==> config.mk <==
export PLATFORM = sky130hd
export DESIGN_NAME = mult_job_issuer
export DESIGN_NICKNAME = d
export VERILOG_FILES = /design/src/rtl/multiplier_states_pkg.sv /design/src/rtl/mult_op_fifo.sv /design/src/rtl/mult_job_issuer.sv
export SDC_FILE = /design/constraint.sdc
export NUM_CORES = 1
export LEC_CHECK = 0
export BUFFER_PORTS_ARGS = -buffer_cell sky130_fd_sc_hd__buf_4
export CAP_MARGIN = 20
export CORE_UTILIZATION = 25
export CTS_CLUSTER_DIAMETER = 30
export CTS_CLUSTER_SIZE = 8
export DETAILED_ROUTE_END_ITERATION = 7
export GPL_TIMING_DRIVEN = 0
export PLACE_DENSITY_LB_ADDON = 0.3
export SYNTH_ARGS = -nofsm -noshare
export SYNTH_HDL_FRONTEND = slang
export SYNTH_SLANG_ARGS = --single-unit
==> constraint.sdc <==
create_clock -name clk_i -period 1.9 [get_ports clk_i]
set_input_delay 0.19 -clock clk_i [delete_from_list [all_inputs] [get_ports clk_i]]
set_output_delay 0.19 -clock clk_i [all_outputs]
set_load 0.02 [all_outputs]
==> src/rtl/multiplier_states_pkg.sv <==
// Shared state encodings for the multiplier controller handshake.
// multiplier_states_t is the controller's 3-bit state code.
// Codes 6 and 7 are unused and are treated as neither IDLE nor END.
// issuer_state_t is the issuer's internal FSM encoding.
package multiplier_states_pkg;

  typedef enum logic [2:0] {
    ST_IDLE          = 3'd0,
    ST_COMPUTE_PROD0 = 3'd1,
    ST_COMPUTE_PROD1 = 3'd2,
    ST_COMPUTE_PROD2 = 3'd3,
    ST_COMPUTE_PROD3 = 3'd4,
    ST_END           = 3'd5
  } multiplier_states_t;

  typedef enum logic [1:0] {
    S_IDLE  = 2'd0,
    S_START = 2'd1,
    S_DROP  = 2'd2
  } issuer_state_t;

endpackage

==> src/rtl/mult_op_fifo.sv <==
// Synchronous operand FIFO, DEPTH entries of DW bits (DEPTH must be a power of two).
// The read data always shows the head entry, so a pop takes that entry in the same cycle.
// A push while full and a pop while empty are both ignored.
module mult_op_fifo #(
  parameter int DW    = 16,
  parameter int DEPTH = 4
) (
  input  logic          clk_i,
  input  logic          rst_i,
  input  logic          push_i,
  input  logic          pop_i,
  input  logic [DW-1:0] wr_data_i,
  output logic [DW-1:0] rd_data_o,
  output logic          full_o,
  output logic          empty_o
);

  localparam int AW = $clog2(DEPTH);
  localparam logic [AW:0] FULL_CNT = DEPTH[AW:0];

  logic [DW-1:0] mem_q [DEPTH];
  logic [AW-1:0] wr_ptr_q, wr_ptr_d;
  logic [AW-1:0] rd_ptr_q, rd_ptr_d;
  logic [AW:0]   count_q, count_d;
  logic          do_push, do_pop;

  assign full_o    = (count_q == FULL_CNT);
  assign empty_o   = (count_q == '0);
  assign do_push   = push_i && !full_o;
  assign do_pop    = pop_i && !empty_o;
  assign rd_data_o = mem_q[rd_ptr_q];

  // Advance the pointers and occupancy. The pointers wrap naturally because DEPTH is a power of two.
  always_comb begin
    wr_ptr_d = wr_ptr_q;
    rd_ptr_d = rd_ptr_q;
    count_d  = count_q;
    if (do_push) wr_ptr_d = wr_ptr_q + AW'(1);
    if (do_pop)  rd_ptr_d = rd_ptr_q + AW'(1);
    case ({do_push, do_pop})
      2'b10:   count_d = count_q + (AW+1)'(1);
      2'b01:   count_d = count_q - (AW+1)'(1);
      default: count_d = count_q;
    endcase
  end

  // Pointer and count registers.
  always_ff @(posedge clk_i or posedge rst_i) begin
    if (rst_i) begin
      wr_ptr_q <= '0;
      rd_ptr_q <= '0;
      count_q  <= '0;
    end else begin
      wr_ptr_q <= wr_ptr_d;
      rd_ptr_q <= rd_ptr_d;
      count_q  <= count_d;
    end
  end

  // Storage. No reset is needed because the count guards every read.
  always_ff @(posedge clk_i) begin
    if (do_push) mem_q[wr_ptr_q] <= wr_data_i;
  end

endmodule

==> src/rtl/mult_job_issuer.sv <==
// Initiator side of the multiplier start/state handshake.
// It buffers operand pairs and launches one job at a time by raising ctrl_strt_o.
// It captures the product when the controller reports ST_END and holds it on a valid/ready port.
// It then drops start and waits for the controller to return to ST_IDLE.
// Optional build macro: MULT_WATCHDOG_EN. It aborts a job that stays in S_START for TIMEOUT_CYC
// cycles without reaching ST_END, and sets the sticky err_timeout_o flag.
module mult_job_issuer #(
  parameter int WIDTH       = 8,
  parameter int DEPTH       = 4,
  parameter int TIMEOUT_CYC = 16
) (
  input  logic               clk_i,
  input  logic               rst_i,
  input  logic               op_valid_i,
  output logic               op_ready_o,
  input  logic [WIDTH-1:0]   op_a_i,
  input  logic [WIDTH-1:0]   op_b_i,
  output logic               ctrl_strt_o,
  input  logic [2:0]         ctrl_state_i,
  output logic [WIDTH-1:0]   mult_a_o,
  output logic [WIDTH-1:0]   mult_b_o,
  input  logic [2*WIDTH-1:0] mult_prod_i,
  output logic               res_valid_o,
  input  logic               res_ready_i,
  output logic [2*WIDTH-1:0] res_data_o,
  output logic               err_timeout_o
);

  import multiplier_states_pkg::*;

  issuer_state_t      state_q, state_d;
  logic [WIDTH-1:0]   a_q, a_d, b_q, b_d;
  logic               res_valid_q, res_valid_d;
  logic [2*WIDTH-1:0] res_data_q, res_data_d;
  logic               strt_q, strt_d;
  logic               fifo_full, fifo_empty;
  logic [2*WIDTH-1:0] fifo_rd;
  logic               launch, abort, wd_expired;

  mult_op_fifo #(.DW(2*WIDTH), .DEPTH(DEPTH)) u_fifo (
    .clk_i     (clk_i),
    .rst_i     (rst_i),
    .push_i    (op_valid_i),
    .pop_i     (launch),
    .wr_data_i ({op_a_i, op_b_i}),
    .rd_data_o (fifo_rd),
    .full_o    (fifo_full),
    .empty_o   (fifo_empty)
  );

  // A launch needs the result slot to be free. The slot is free when it is empty now,
  // or when it is being drained on this same edge.
  assign launch = (state_q == S_IDLE) && !fifo_empty && (ctrl_state_i == ST_IDLE)
                  && (!res_valid_q || res_ready_i);

  // Next-state and datapath capture logic for the issuer FSM.
  always_comb begin
    state_d     = state_q;
    a_d         = a_q;
    b_d         = b_q;
    res_valid_d = res_valid_q;
    res_data_d  = res_data_q;
    abort       = 1'b0;
    if (res_valid_q && res_ready_i) res_valid_d = 1'b0;
    case (state_q)
      S_IDLE: begin
        if (launch) begin
          a_d     = fifo_rd[2*WIDTH-1:WIDTH];
          b_d     = fifo_rd[WIDTH-1:0];
          state_d = S_START;
        end
      end
      S_START: begin
        if (ctrl_state_i == ST_END) begin
          res_data_d  = mult_prod_i;
          res_valid_d = 1'b1;
          state_d     = S_DROP;
        end else if (wd_expired) begin
          abort   = 1'b1;
          state_d = S_DROP;
        end
      end
      S_DROP: begin
        if (ctrl_state_i == ST_IDLE) state_d = S_IDLE;
      end
      default: state_d = S_IDLE;
    endcase
    strt_d = (state_d == S_START);
  end

  // FSM, operand, result and start-request registers.
  always_ff @(posedge clk_i or posedge rst_i) begin
    if (rst_i) begin
      state_q     <= S_IDLE;
      a_q         <= '0;
      b_q         <= '0;
      res_valid_q <= 1'b0;
      res_data_q  <= '0;
      strt_q      <= 1'b0;
    end else begin
      state_q     <= state_d;
      a_q         <= a_d;
      b_q         <= b_d;
      res_valid_q <= res_valid_d;
      res_data_q  <= res_data_d;
      strt_q      <= strt_d;
    end
  end

`ifdef MULT_WATCHDOG_EN
  localparam int CW = $clog2(TIMEOUT_CYC + 1);

  logic [CW-1:0] wd_cnt_q, wd_cnt_d;
  logic          err_q, err_d;

  // Expiry fires on the TIMEOUT_CYC-th cycle spent in S_START.
  assign wd_expired = (state_q == S_START) && (wd_cnt_q == CW'(TIMEOUT_CYC - 1));

  // The cycle counter clears on launch and counts while in S_START. The error flag is sticky.
  always_comb begin
    wd_cnt_d = wd_cnt_q;
    err_d    = err_q | abort;
    if (launch) wd_cnt_d = '0;
    else if ((state_q == S_START) && !wd_expired) wd_cnt_d = wd_cnt_q + CW'(1);
  end

  // Watchdog registers.
  always_ff @(posedge clk_i or posedge rst_i) begin
    if (rst_i) begin
      wd_cnt_q <= '0;
      err_q    <= 1'b0;
    end else begin
      wd_cnt_q <= wd_cnt_d;
      err_q    <= err_d;
    end
  end

  assign err_timeout_o = err_q;
`else
  assign wd_expired    = 1'b0;
  assign err_timeout_o = 1'b0;
`endif

  assign op_ready_o  = !fifo_full;
  assign ctrl_strt_o = strt_q;
  assign mult_a_o    = a_q;
  assign mult_b_o    = b_q;
  assign res_valid_o = res_valid_q;
  assign res_data_o  = res_data_q;

endmodule
==> impl_metrics.env <==
export IMPL_p_comb_share_pct=34.8
export IMPL_drive_gt1_share_pct=52.0
export IMPL_place_hpwl_um=5180
export IMPL_grt_usage_pct=10.2
export IMPL_holdWs_ps=34.6
export IMPL_worstSetupEndpointType="flop"
export IMPL_clk_pin_slew_ps=80
export IMPL_arrival_ps=2290
export IMPL_wl_per_cell_um=14.9
export IMPL_hold_violations=0
export IMPL_avgViaCountPerCell=4.02
export IMPL_fill_cells=1565
export IMPL_core_um2=16100
export IMPL_multi_input_area_um2=1080
export IMPL_routabilityCongestion=0.647
export IMPL_max_freq_ghz=0.496
export IMPL_io_pins=75
export IMPL_async_flop_share_pct=40.2
export IMPL_cellPowerDensity_nw_per_um2=1520
export IMPL_synth_most_common_cell="edfxtp_1"
export IMPL_tightest_slew_ps=572
export IMPL_cts_root_buffer="clkbuf_16"
export IMPL_synth_enable_flop_cells=64
export IMPL_pre_cts_slack_ps=-217
export IMPL_synth_area_leader_cell="edfxtp_1"
export IMPL_final_max_slew_viol_count=0
export IMPL_fin_nets=346
export IMPL_max_slew_margin_rel_pct=61.8
export IMPL_grt_first_pass_wirelength_um=12200
export IMPL_p_sw_w=0.00258
export IMPL_cp_start_kind="flop"
export IMPL_synth_flop_cell="edfxtp_1"
export IMPL_fin_ws_ps=-117
export IMPL_intPower_w=0.00558
export IMPL_grt_max_degree=23
export IMPL_antennaDiodeCount=0
export IMPL_seqCellArea_um2=3000
export IMPL_drcViolationCount=0
export IMPL_met3_usage_pct=4.44
export IMPL_clockPowerShare_pct=22.2
export IMPL_grt_use_met1_pct=11.7
export IMPL_power_frac_seq_pct=43.0
export IMPL_met2_usage_pct=16.9
export IMPL_min_path_type="in -> reg"
export IMPL_cp_required_ps=2170
export IMPL_antenna_found_initial=0
export IMPL_status="complete, but fails checks"
export IMPL_drt_initial_drc_count=110
export IMPL_yosys_top_cells_area="edfxtp_1 46%, dfrtp_1 26%, mux2_2 9.0%, mux4_2 6.0%, mux4_1 3.2%"
export IMPL_die_area_um2=17100
export IMPL_area_growth_pct=29.4
export IMPL_maxCapViolCount=0
export IMPL_die_height_um=131
export IMPL_irDropWorstVdd_mv=0.512
export IMPL_rows=46
export IMPL_portBuffers=73
export IMPL_finalCriticalPeriod_ps=2020
export IMPL_cts_made_buffers=9
export IMPL_p_sw_share_pct=31.6
export IMPL_skew_ps=8.01
export IMPL_cts_tree="yes"
export IMPL_cts_max_path_buffers=2
export IMPL_critPathMaxFanout=3
export IMPL_drt_pass1_iter_count=4
export IMPL_setup_viol=2
export IMPL_overflow=0
export IMPL_first_global_vias=2257
export IMPL_syn_num_nets=255
export IMPL_synth_common_cells="64 x edfxtp_1, 43 x dfrtp_1, 33 x mux2_2, 11 x mux4_2, 9 x inv_1"
export IMPL_syn_avg_cell_area_um2=19.8
export IMPL_synth_cell_types=30
export IMPL_drt_total_wl_um=7780
export IMPL_htreeDepth=3
export IMPL_die_width_um=131
export IMPL_synth_area_um2=4150
export IMPL_rsz0062_at_grt="yes"
export IMPL_top_usage_layer="met2"
export IMPL_vias=2098
export IMPL_ant_nets=0
export IMPL_clock_latency_ps=350
export IMPL_p_leak_nw=2.16
export IMPL_cts_sinks=107
export IMPL_synth_seq_cells=107
export IMPL_start_util_pct=25.8
export IMPL_yosysSeqAreaShare_pct=72.2
export IMPL_synth_cells=210
export IMPL_yosys_warnings=0
export IMPL_period_share_pct=106
export IMPL_violations="setup timing"
export IMPL_synth_top_cell_area_share_pct=46.3
export IMPL_path_class="reg -> reg"
## critical path, stage by stage (launching register included)
cell and delay, ps:
dfrtp_1 390, or3b_4 410, and2_4 150, inv_2 60
ha_4 130, inv_2 30, fa_2 320, xor2_1 140
nor2_1 150, xor2_1 150
## final timing paths
path | start | to | depth (start not counted) | slack [ps]
hold reg to reg | u_fifo.count_q[2]$_DFFE_PP0P_ | u_fifo.count_q[2]$_DFFE_PP0P_ | 1 | 480
min in group asynchronous | rst_i | res_data_o[8]$_DFFE_PP0P_ | 3 | 460
hold / removal | op_a_i[5] | u_fifo.mem_q[3][13]$_DFFE_PP_ | 1 | 30
max in group asynchronous | rst_i | mult_b_o[4]$_DFFE_PP0P_ | 4 | 930
setup / recovery | u_fifo.count_q[0]$_DFFE_PP0P_ | u_fifo.count_q[2]$_DFFE_PP0P_ | 9 | -120
setup reg to reg | u_fifo.count_q[0]$_DFFE_PP0P_ | u_fifo.count_q[2]$_DFFE_PP0P_ | 9 | -120
## layout by cell type (no fill, tap or decap), types with 3 or more instances in the layout
cell type / instances
and3_2: 4
buf_4: 81
clkbuf_16: 9
clkinvlp_4: 3
dfrtp_1: 43
edfxtp_1: 64
ha_1: 4
inv_1: 6
inv_2: 3
mux2_2: 33
mux4_1: 5
mux4_2: 11
nand2_1: 3
nand2b_1: 3
xnor2_1: 4
## repair_timing
action                                  4_1_cts  5_1_grt
endpoints found under the hold margin        21        0
pin swaps                                     6        5
setup buffers                                 5        1
resized for setup                             4        0
hold buffers                                  1        0
endpoints found under the setup margin       13        2
## state kept, by name, summed over array words and instances (netlist names)
signal           flops
ctrl_strt_o          1
res_data_o          16
mult_a_o             8
u_fifo.count_q       3
mult_b_o             8
u_fifo.mem_q        64
u_fifo.rd_ptr_q      2
u_fifo.wr_ptr_q      2
res_valid_o          1
state_q              2
## kinds of logic after synthesis
kind of cell	count (synthesis)	share of synthesized area, %
mux	50	18.3
buf+inv	17	2.38
fa+ha+maj	6	1.99
compound gates	2	0.241
xor+xnor	6	1.27
flops	107	72.2
other cells	1	0.0904
simple gates	21	3.47
## power by group through the flow
| stage | clock [W] | combinational, W | sequential [W] |
|---|---|---|---|
| 6_report | 0.00182 | 0.00284 | 0.00351 |
| 5_1_grt | 0.00197 | 0.00312 | 0.00360 |
| 4_1_cts | 0.00190 | 0.00291 | 0.00353 |
| 3_5_place_dp | 0 | 0.00286 | 0.00359 |
| 3_3_place_gp | 0 | 0.00280 | 0.00356 |
| 2_1_floorplan | 0 | 0.00137 | 0.00396 |
## final cells by class
cell class / instances / share of cell area (%)
buffer: 7 / 1.26
clock buffer: 9 / 4.19
sequential: 107 / 55.8
inverter: 9 / 0.629
tap: 216 / 5.03
clock inverter: 7 / 1.30
timing repair buffer: 81 / 11.7
multi-input combinational: 86 / 20.0
## through the flow
stage | area [um2] | setup TNS [ps] | utilization, % | std cells | power, W
after floorplan | 4170 | -136 | - | 210 | 0.00533
after global placement | 4990 | -4130 | 31.1 | 499 | 0.00636
after detailed placement | 5020 | -1220 | 31.3 | 500 | 0.00645
after CTS | 5360 | -165 | 33.4 | 521 | 0.00834
after global routing | 5370 | -365 | 33.5 | 522 | 0.00869
final | 5370 | -158 | 33.5 | 522 | 0.00817
## routing by layer
layer	vias up	wire, um
met5	-	0
met2	66	3850
li1	974	-
met3	7	491
met1	1051	3350
met4	0	93
(Power assumes the default switching activity.)
